<file path="src/rtl/minirisc_ctrl_pkg.sv">
// Shared types and constants for the KGP-miniRISC control sequencer.
package minirisc_ctrl_pkg;

  localparam int unsigned PC_W    = 32;
  localparam int unsigned OP_W    = 6;
  localparam int unsigned FLAGS_W = 3;
  localparam int unsigned ALUOP_W = 3;
  localparam int unsigned SEL_W   = 2;
  localparam int unsigned CNT_W   = 3;

  typedef enum logic [2:0] {
    S_IDLE, S_FETCH, S_DECODE, S_EXEC, S_MEM, S_WB, S_HALT
  } state_e;

  localparam logic [OP_W-1:0] OP_ALU_R = 6'h00;
  localparam logic [OP_W-1:0] OP_ALU_I = 6'h01;
  localparam logic [OP_W-1:0] OP_LD    = 6'h02;
  localparam logic [OP_W-1:0] OP_ST    = 6'h03;
  localparam logic [OP_W-1:0] OP_BR    = 6'h04;
  localparam logic [OP_W-1:0] OP_BZ    = 6'h05;
  localparam logic [OP_W-1:0] OP_BNZ   = 6'h06;
  localparam logic [OP_W-1:0] OP_BMI   = 6'h07;
  localparam logic [OP_W-1:0] OP_BPL   = 6'h08;
  localparam logic [OP_W-1:0] OP_BCY   = 6'h09;
  localparam logic [OP_W-1:0] OP_CALL  = 6'h0A;
  localparam logic [OP_W-1:0] OP_JR    = 6'h0B;
  localparam logic [OP_W-1:0] OP_HALT  = 6'h3F;

  localparam logic [ALUOP_W-1:0] ALUOP_RTYPE = 3'd0;
  localparam logic [ALUOP_W-1:0] ALUOP_ADD   = 3'd1;
  localparam logic [ALUOP_W-1:0] ALUOP_SUB   = 3'd2;
  localparam logic [ALUOP_W-1:0] ALUOP_IMM   = 3'd3;

  localparam logic [SEL_W-1:0] SEL_DATA2 = 2'd0;
  localparam logic [SEL_W-1:0] SEL_ZERO  = 2'd1;
  localparam logic [SEL_W-1:0] SEL_ADDR  = 2'd2;
  localparam logic [SEL_W-1:0] SEL_ONE   = 2'd3;

  localparam int unsigned FLAG_ZERO  = 0;
  localparam int unsigned FLAG_SIGN  = 1;
  localparam int unsigned FLAG_CARRY = 2;

  // Datapath control word driven toward the register file, memory and ALU.
  typedef struct packed {
    logic               reg_write;
    logic               mem_read;
    logic               mem_write;
    logic               mem_to_reg;
    logic               data_pc_sel;
    logic               reg_select;
    logic [ALUOP_W-1:0] alu_op;
    logic [SEL_W-1:0]   alu_in_sel;
  } ctrl_t;

  function automatic logic op_defined(input logic [OP_W-1:0] op);
    return (op <= OP_JR) || (op == OP_HALT);
  endfunction

endpackage

</file>
<file path="src/rtl/minirisc_branch_resolve.sv">
// Branch condition evaluation from the latched opcode and ALU flags.
module minirisc_branch_resolve
  import minirisc_ctrl_pkg::*;
(
  input  logic [OP_W-1:0]    op_q,
  input  logic [FLAGS_W-1:0] flags_q,
  output logic               taken_c
);

  always_comb begin
    taken_c = 1'b0;
    case (op_q)
      OP_BR, OP_CALL: taken_c = 1'b1;
      OP_BZ:          taken_c = flags_q[FLAG_ZERO];
      OP_BNZ:         taken_c = !flags_q[FLAG_ZERO];
      OP_BMI:         taken_c = flags_q[FLAG_SIGN];
      OP_BPL:         taken_c = !flags_q[FLAG_SIGN];
      OP_BCY:         taken_c = flags_q[FLAG_CARRY];
      default:        taken_c = 1'b0;
    endcase
  end

endmodule

</file>
<file path="src/rtl/minirisc_control_fsm.sv">
// Multi-cycle control sequencer and PC owner for the miniRISC datapath.
// Optional performance counters are enabled with MINIRISC_PERF_CNT_EN.
module minirisc_control_fsm
  import minirisc_ctrl_pkg::*;
#(
  parameter logic [PC_W-1:0] RESET_PC        = 32'h0000_0000,
  parameter int unsigned     MEM_WAIT_CYCLES = 1
) (
  input  logic               clk,
  input  logic               reset,
  input  logic               start,
  input  logic [OP_W-1:0]    opcode,
  input  logic [FLAGS_W-1:0] flags,
  input  logic [PC_W-1:0]    address,
  input  logic [PC_W-1:0]    alu_result,
  output logic [PC_W-1:0]    PCin,
  output logic               RegWrite,
  output logic               MemRead,
  output logic               MemWrite,
  output logic               MemtoReg,
  output logic               DataPCSel,
  output logic               RegSelect,
  output logic [ALUOP_W-1:0] ALUop,
  output logic [SEL_W-1:0]   ALUinSel,
  output logic               busy,
  output logic               halted,
  output logic               illegal
`ifdef MINIRISC_PERF_CNT_EN
  ,
  output logic [31:0]        instr_retired,
  output logic [31:0]        cycle_count
`endif
);

  state_e             state_q, state_d;
  logic [OP_W-1:0]    op_q, op_d;
  logic [FLAGS_W-1:0] flags_q, flags_d;
  logic [PC_W-1:0]    pc_q, pc_d, pc_inc;
  logic [CNT_W-1:0]   cnt_q, cnt_d;
  logic               illegal_q, illegal_d;
  logic               busy_q, halted_q;
  ctrl_t              ctrl_q, ctrl_d;
  logic               taken_c;

  // Flags are captured in EXEC; branches resolve on that same edge from the D side.
  assign flags_d = (state_q == S_EXEC) ? flags : flags_q;
  assign pc_inc  = pc_q + PC_W'(1);

  minirisc_branch_resolve u_branch (
    .op_q    (op_q),
    .flags_q (flags_d),
    .taken_c (taken_c)
  );

  always_ff @(posedge clk or negedge reset) begin
    if (!reset) begin
      state_q   <= S_IDLE;
      op_q      <= '0;
      flags_q   <= '0;
      pc_q      <= RESET_PC;
      cnt_q     <= '0;
      illegal_q <= 1'b0;
      busy_q    <= 1'b0;
      halted_q  <= 1'b0;
      ctrl_q    <= '0;
    end else begin
      state_q   <= state_d;
      op_q      <= op_d;
      flags_q   <= flags_d;
      pc_q      <= pc_d;
      cnt_q     <= cnt_d;
      illegal_q <= illegal_d;
      busy_q    <= (state_d != S_IDLE) && (state_d != S_HALT);
      halted_q  <= (state_d == S_HALT);
      ctrl_q    <= ctrl_d;
    end
  end

  always_comb begin
    state_d   = state_q;
    op_d      = op_q;
    pc_d      = pc_q;
    cnt_d     = cnt_q;
    illegal_d = illegal_q;
    ctrl_d    = '0;

    case (state_q)
      S_IDLE, S_HALT: begin
        if (start) begin
          state_d   = S_FETCH;
          illegal_d = 1'b0;
        end
      end
      S_FETCH: state_d = S_DECODE;
      S_DECODE: begin
        op_d = opcode;
        if (op_defined(opcode)) begin
          state_d = S_EXEC;
        end else begin
          state_d   = S_HALT;
          illegal_d = 1'b1;
        end
      end
      S_EXEC: begin
        case (op_q)
          OP_LD, OP_ST: begin
            state_d = S_MEM;
            cnt_d   = CNT_W'(MEM_WAIT_CYCLES - 1);
          end
          OP_ALU_R, OP_ALU_I, OP_CALL: state_d = S_WB;
          OP_JR: begin
            pc_d    = alu_result;
            state_d = S_FETCH;
          end
          OP_HALT: begin
            pc_d    = pc_inc;
            state_d = S_HALT;
          end
          default: begin
            pc_d    = taken_c ? address : pc_inc;
            state_d = S_FETCH;
          end
        endcase
      end
      S_MEM: begin
        if (cnt_q == '0) begin
          if (op_q == OP_LD) begin
            state_d = S_WB;
          end else begin
            pc_d    = pc_inc;
            state_d = S_FETCH;
          end
        end else begin
          cnt_d = cnt_q - CNT_W'(1);
        end
      end
      S_WB: begin
        pc_d    = (op_q == OP_CALL) ? address : pc_inc;
        state_d = S_FETCH;
      end
      default: state_d = S_IDLE;
    endcase

    // Strobes are registered, so they are derived from the state being entered.
    if ((state_d == S_EXEC) || (state_d == S_MEM)) begin
      case (op_d)
        OP_ALU_R: begin
          ctrl_d.alu_op     = ALUOP_RTYPE;
          ctrl_d.alu_in_sel = SEL_DATA2;
        end
        OP_ALU_I: begin
          ctrl_d.alu_op     = ALUOP_IMM;
          ctrl_d.alu_in_sel = SEL_ADDR;
        end
        OP_LD, OP_ST: begin
          ctrl_d.alu_op     = ALUOP_ADD;
          ctrl_d.alu_in_sel = SEL_ADDR;
        end
        OP_BZ, OP_BNZ, OP_BMI, OP_BPL, OP_BCY: begin
          ctrl_d.alu_op     = ALUOP_SUB;
          ctrl_d.alu_in_sel = SEL_DATA2;
        end
        OP_JR: begin
          ctrl_d.alu_op     = ALUOP_ADD;
          ctrl_d.alu_in_sel = SEL_ZERO;
        end
        default: begin
          ctrl_d.alu_op     = ALUOP_RTYPE;
          ctrl_d.alu_in_sel = SEL_DATA2;
        end
      endcase
    end
    if (state_d == S_MEM) begin
      ctrl_d.mem_read  = (op_d == OP_LD);
      ctrl_d.mem_write = (op_d == OP_ST);
    end
    if (state_d == S_WB) begin
      ctrl_d.reg_write   = 1'b1;
      ctrl_d.mem_to_reg  = (op_d == OP_ALU_R) || (op_d == OP_ALU_I);
      ctrl_d.data_pc_sel = (op_d == OP_CALL);
      ctrl_d.reg_select  = (op_d == OP_CALL);
    end
  end

  assign PCin      = pc_q;
  assign RegWrite  = ctrl_q.reg_write;
  assign MemRead   = ctrl_q.mem_read;
  assign MemWrite  = ctrl_q.mem_write;
  assign MemtoReg  = ctrl_q.mem_to_reg;
  assign DataPCSel = ctrl_q.data_pc_sel;
  assign RegSelect = ctrl_q.reg_select;
  assign ALUop     = ctrl_q.alu_op;
  assign ALUinSel  = ctrl_q.alu_in_sel;
  assign busy      = busy_q;
  assign halted    = halted_q;
  assign illegal   = illegal_q;

`ifdef MINIRISC_PERF_CNT_EN
  logic        pc_upd_c, clr_perf_c;
  logic [31:0] retired_q, cycles_q;

  // An instruction retires on the edge that leaves EXEC/MEM/WB for FETCH or HALT.
  assign pc_upd_c   = ((state_q == S_EXEC) || (state_q == S_MEM) || (state_q == S_WB)) &&
                      ((state_d == S_FETCH) || (state_d == S_HALT));
  assign clr_perf_c = start && (state_q == S_IDLE);

  always_ff @(posedge clk or negedge reset) begin
    if (!reset) begin
      retired_q <= '0;
      cycles_q  <= '0;
    end else if (clr_perf_c) begin
      retired_q <= '0;
      cycles_q  <= '0;
    end else begin
      if (pc_upd_c && (retired_q != 32'hFFFF_FFFF)) retired_q <= retired_q + 32'd1;
      if (busy_q && (cycles_q != 32'hFFFF_FFFF)) cycles_q <= cycles_q + 32'd1;
    end
  end

  assign instr_retired = retired_q;
  assign cycle_count   = cycles_q;
`endif

endmodule

</file>
<file path="config.mk">
export PLATFORM = sky130hd
export DESIGN_NAME = minirisc_control_fsm
export DESIGN_NICKNAME = d
export VERILOG_FILES = /design/src/rtl/minirisc_ctrl_pkg.sv /design/src/rtl/minirisc_branch_resolve.sv /design/src/rtl/minirisc_control_fsm.sv
export SDC_FILE = /design/constraint.sdc
export NUM_CORES = 1
export LEC_CHECK = 0
export BUFFER_PORTS_ARGS = -buffer_cell sky130_fd_sc_hd__buf_4
export CAP_MARGIN = 10
export CORE_ASPECT_RATIO = 0.75
export CORE_MARGIN = 4
export CORE_UTILIZATION = 49
export DETAILED_ROUTE_END_ITERATION = 8
export PLACE_DENSITY_LB_ADDON = 0.15
export SLEW_MARGIN = 30
export SYNTH_ARGS = -nofsm -noshare
export SYNTH_HDL_FRONTEND = slang
export SYNTH_SLANG_ARGS = --single-unit
</file>
<file path="constraint.sdc">
create_clock -name clk -period 2.4 [get_ports clk]
set_input_delay 0.36 -clock clk [delete_from_list [all_inputs] [get_ports clk]]
set_output_delay 0.36 -clock clk [all_outputs]
set_load 0.02 [all_outputs]
</file>
Yosys cells after proc, flatten, opt, wreduce, memory -nomap -nowiden. Memory sizes are Yosys's and may differ from the RTL's. Cells that the tools add are included.

Equality and inequality tests: 35. Reduce and logical (&&, ||, !) cells: 23. Mux-type cells: 26. $lt $le $gt $ge: 1. Add/subtract/negate cells: 2.

Operator list (number): 32-bit one-hot mux with 3 select lines (2); 32-bit two-way mux (4); 32-bit by 1-bit adder with 32-bit output, second input constant (1); 6-bit by 4-bit == test with 1-bit output, second input constant (5); 6-bit by 2-bit == test with 1-bit output, second input constant (4); 6-bit by 3-bit == test with 1-bit output, second input constant (4); 3-bit two-way mux (8); 3-bit == test, second input constant (6); 3-bit one-hot mux with 6 select lines (1); 6-bit by 1-bit == test with 1-bit output, second input constant (2); 6-bit == test, second input constant (2); 6-bit logical NOT (2); 2-bit != test, second input constant (6); 5-bit two-way mux (2); 3-bit by 2-bit == test with 1-bit output, second input constant (3); 3-bit one-hot mux with 3 select lines (1); 6-bit by 4-bit <= comparator with 1-bit output, second input constant (1); 3-bit logical NOT (2); 6-bit two-way mux (1); 1-bit one-hot mux with 6 select lines (1); 3-bit one-hot mux with 2 select lines (1); 3-bit AND reduction (2); 3-bit nonzero test (2); 2-bit OR reduction (3); other kinds (15) (21).

Register bits after elaboration: 61. Bits in read-only memories: 64. Output and inout bits: 46. Memories: 1. Bits of input ports: 76. Word-level logic and storage cells: 104.

Memories: (name not given) (words 16, width 4, rd ports 1, clocked after Yosys merged registers in 0, wr ports 0, RTL line minirisc_control_fsm.sv:146) `case (op_d)`.

Logic depth before layout (Yosys ltp).
Word-level depth: 7. Gate-level depth with buffers: 11. Depth with buffers taken out: 8.

Modules after synthesis. A second synthesis with hierarchy kept.

Cells, all modules: 496. Area, all modules: 4174.0 um2.

By module, submodules not included: minirisc_control_fsm (area each 4113.9 um2, instances 1, seq. area each 1476.4 um2, cells an instance 488); minirisc_branch_resolve (area each 60.1 um2, instances 1, seq. area each 0.0 um2, cells an instance 8).

Worst setup path after synthesis. Ideal clock, no wire load.

Path kind: register to register. Start: register pc_q[5], in the netlist PCin[5]. End: register pc_q[26], in the netlist PCin[26]. Path buffers: 1. Slack: -0.015 ns. Clock period less this slack: 2.415 ns. Stages on the path, launching flop included: 8. Library setup time: 0.126 ns. Arrival time: 2.289 ns. Required time: 2.274 ns. Cell sequence: dfrtp_1 -> buf_2 -> nand4_1 -> or4_1 -> nor3_1 -> nand4_1 -> a21o_1 -> a221o_1.

Longest elaborated chain between the ends: 4. Elaborated cells on any way between the ends: 7. Those cells by class: add/sub (1); mux (6).

RTL lines: start, declared (RTL line minirisc_control_fsm.sv:38) `logic [PC_W-1:0] pc_q, pc_d, pc_inc;`; start signal, assigned (RTL line minirisc_control_fsm.sv:70) `pc_q <= pc_d;`; 32-bit by 1-bit adder with 32-bit output * (RTL line minirisc_control_fsm.sv:47) `assign pc_inc = pc_q + PC_W'(1);`; 32-bit two-way mux, on equally long branches (RTL line minirisc_control_fsm.sv:120, minirisc_control_fsm.sv:127); 32-bit one-hot mux with 3 select lines or 32-bit two-way mux (tied branches) (RTL line minirisc_control_fsm.sv:105, minirisc_control_fsm.sv:126); 32-bit one-hot mux with 3 select lines * (RTL line minirisc_control_fsm.sv:87) `case (state_q)`.

Mark *: on every way between the ends. The rest lies on a longest branch, timed or not. The select of a mux whose other input is x is not followed. A chain may end at the register's enable or synchronous reset.

Worst setup path in the final report.
Start: register state_q[2]. End: register pc_q[11], in the netlist PCin[11].

Longest elaborated chain between the ends: 7. Elaborated cells on any way between the ends: 15. Those cells by class: eq/ne (6); mux (5); reduce/logical (4).

RTL lines: start, declared (RTL line minirisc_control_fsm.sv:35) `state_e state_q, state_d;`; start signal, assigned (RTL line minirisc_control_fsm.sv:67) `state_q <= state_d;`; 3-bit by 2-bit == test with 1-bit output (RTL line minirisc_control_fsm.sv:46, minirisc_control_fsm.sv:87); 3-bit two-way mux (RTL line minirisc_control_fsm.sv:46) `assign flags_d = (state_q == S_EXEC) ? flags : flags_q;`; 1-bit logical NOT, on equally long branches (RTL line minirisc_branch_resolve.sv:17, minirisc_branch_resolve.sv:15); 1-bit one-hot mux with 6 select lines (RTL line minirisc_branch_resolve.sv:12) `case (op_q)`; 32-bit two-way mux (RTL line minirisc_control_fsm.sv:120) `pc_d = taken_c ? address : pc_inc;`; 32-bit one-hot mux with 3 select lines (RTL line minirisc_control_fsm.sv:105) `case (op_q)`; 32-bit one-hot mux with 3 select lines (RTL line minirisc_control_fsm.sv:87).

Parallel ways exist; a longest one is shown, timed or not.

==> impl_metrics.json <==
{
  "status": "complete, but fails checks",
  "violations": "setup timing",
  "fin_nets": 865,
  "cts_made_buffers": 9,
  "yosysWarnings": 0,
  "cp.arrival_ns": 2.69,
  "synth_edf_count": 0,
  "finalSetupViolCount": 7,
  "core_mm2": 0.00927,
  "multiInputGateArea_mm2": 0.00332,
  "rsz0062_at_grt": "yes",
  "period_needed_ns": 2.48,
  "p_leak_nw": 3.07,
  "setup_slack_ns": -0.0832,
  "grt_usage_pct": 34.5,
  "synthArstFlopShare_pct": 100,
  "seqCellArea_mm2": 0.00148,
  "gr-total-overflow": 0,
  "syn_area_mm2": 0.00479,
  "drive_above_1_share_pct": 40.4,
  "critPathLaunchType": "flip-flop",
  "end_kind": "flip-flop",
  "clkLatencyLatePin_ns": 0.34,
  "area_growth_pct": 50.0,
  "diodes": 0,
  "drtIter0Drc": 908,
  "slowest_stage": "mux4_2",
  "synth_flop_cell": "dfrtp_1",
  "port_buffers": 120,
  "wl_um": 20700,
  "synthCells": 581,
  "place_hpwl_um": 14100,
  "worst_ep_required_time_ns": 2.60,
  "fin_crit_sh_pct": 103,
  "holdBufCountCts": 0,
  "gp_congestion": 0.952,
  "cts.path.max_buffers": 2,
  "htree_levels": 3,
  "worst_pin_slew_ns": 0.801,
  "cpMostUsedCell": "buf_6",
  "path_class": "flip-flop to flip-flop",
  "top_layer": "met4",
  "met1Wirelength_um": 8130,
  "drv_slew": 0,
  "start_util_pct": 51.7,
  "die_w_um": 122,
  "wl_met2_um": 8810,
  "synth.distinct_cells": 79,
  "slew_headroom_pct": 46.6,
  "drt.antenna.violating_nets": 0,
  "synth-seq-cells": 59,
  "cap_violations": 0,
  "slowest_delay_ns": 0.58,
  "finalHoldViolCount": 0,
  "cp_max_fo": 7,
  "clock.fmax_ghz": 0.403,
  "syn_nets": 661,
  "grt_max_degree": 60,
  "clkSlewWorstSetupHoldPaths_ns": 0.06,
  "antenna_found_initial": 0,
  "met3WireLength_um": 3040,
  "power.total_mw": 9.50,
  "fill_cells": 645,
  "drc": 0,
  "synth_seq_area_share_pct": 30.8,
  "dieArea_mm2": 0.0114,
  "num_vias": 6281,
  "dp_slack_ns": -0.141,
  "routed_via_density": 6.84,
  "cts_tree": "built",
  "post_synth.cell_area_avg_um2": 8.25,
  "root_buffer": "clkbuf_16",
  "cp_cell_sequence": "and3b_1 -> buf_6 -> mux4_2 -> a2bb2oi_4 -> a41oi_4 -> buf_12 -> buf_6 -> a2bb2oi_2 -> o221ai_2",
  "wl_per_cell_um": 22.6,
  "powerDensity_mw_per_mm2": 1320,
  "die_h_um": 93.6,
  "grt_first_pass_wirelength_um": 30600,
  "dr.pass1.iters": 7,
  "vdd_drop_max_mv": 0.723,
  "top_level_ports": 122,
  "fin_skew_ns": 0.00926,
  "hold_path.class": "input port to async pin",
  "clock_sinks": 59,
  "rows": 30,
  "whs_ns": 0.116,
  "grt_pass1_vias": 5839
}
## layer usage
layer / global-route usage [%] / vias to the layer above
li1: - / 2679
met1: 49.7 / 2913
met2: 50.3 / 581
met3: 8.04 / 108
met4: 12.2 / 0
met5: 0 / -
## worst max-delay path, delay by kind of cell (launching register included)
kind / cells / cell delay (ns)
AOI/OAI and AO/OA: 4 / 0.73
buffers and inverters: 3 / 0.42
DFF: 1 / 0.37
muxes: 1 / 0.58
and+or+nand+nor: 1 / 0.23
## placed cells by master (no fill, tap or decap), types with 8 or more instances in the layout
cell type,n
a221o_1,11
nand3_1,15
o21ai_0,31
a221oi_1,11
nand4_1,20
a31oi_1,8
nand2_1,50
nor4_1,11
buf_6,9
nor2_1,37
clkbuf_16,9
o211ai_1,10
buf_4,219
inv_1,18
nor3_1,20
a21oi_1,36
dfrtp_1,58
mux2i_1,10
## path summary, 6_finish.rpt
path	endpoint	depth (start not counted)	startpoint	slack (ns)
setup / recovery	PCin[11]	9	state_q[2]	-0.08
hold / removal	state_q[2]	1	reset	0.12
setup reg to reg	PCin[11]	9	state_q[2]	-0.08
hold reg to reg	cnt_q[0]	1	cnt_q[0]	0.47
max in group asynchronous	op_q[1]	1	reset	1.72
min in group clk	flags_q[0]	3	flags[0]	0.25
## cell families (layout without fill, tap and decap cells)
logic type	Yosys count	count (layout)	share of synthesized area [%]
adder cells (fa/ha/maj)	4	4	1.04
other	1	1	0.0783
buffers and inverters	61	269	5.59
flip-flops	59	59	30.8
multiplexers	15	15	3.58
AND/OR/NAND/NOR	220	220	24.3
AO/OA/AOI/OAI	209	210	32.4
XOR/XNOR	12	12	2.19
## synth_stat cells, types with 8 or more instances
library cell  number  share of area, %
dfrtp_1           59                31
nand2_1           51               4.0
a21oi_1           42               4.4
nor2_1            40               3.1
o21ai_0           35               3.7
clkbuf_1          22               1.7
nor3_1            21               2.2
nand4_1           20               2.6
inv_1             18               1.4
nand3_1           18               1.9
buf_2             16               1.7
a221oi_1          13               2.4
nor4_1            12               1.6
a221o_1           11               2.3
mux2i_1           10               2.1
o211ai_1          10               1.6
a31oi_1            9               1.2
a211oi_1           8               1.3
o22ai_1            8               1.0
## stage by stage
| step | instance area [µm²] | std cells | TNS, ns | util, % |
|---|---|---|---|---|
| finish | 7190 | 918 | -0.291 | 77.5 |
| detailed placement | 6410 | 884 | -0.600 | 69.1 |
| global placement | 6410 | 884 | -0.0849 | 69.1 |
| floorplan | 4800 | 581 | -0.00860 | - |
| CTS | 6900 | 909 | -0.00154 | 74.4 |
| global route | 7190 | 918 | -1.55 | 77.5 |
## flip-flops by register name, indices dropped and copies added, names as in the netlist, 2 cells and up
name      flops
op_q          6
state_q       3
ALUinSel      2
flags_q       3
cnt_q         3
PCin         32
ALUop         2
## where the power goes
group | switching [mW] | leakage, nW | internal [mW]
Combinational | 3.65 | 2.22 | 2.90
Sequential | 0.344 | 0.724 | 1.37
Clock | 0.528 | 0.128 | 0.703
Total | 4.53 | 3.07 | 4.97
## what timing repair did
item                       4_1_cts  5_1_grt
gates cloned                     3        1
pin swaps                        5       19
setup buffers                    6        8
setup endpoints to repair       14       38
resized for setup               23       46
## cell type report
cell class / instances / area share, %
inverter: 18 / 0.940
clock buffer: 9 / 3.13
multi-input combinational: 462 / 46.2
clock inverter: 7 / 0.748
sequential: 59 / 20.6
tap: 128 / 2.23
timing repair buffer: 235 / 26.2
Note: power is estimated with default switching activity, not from simulation.
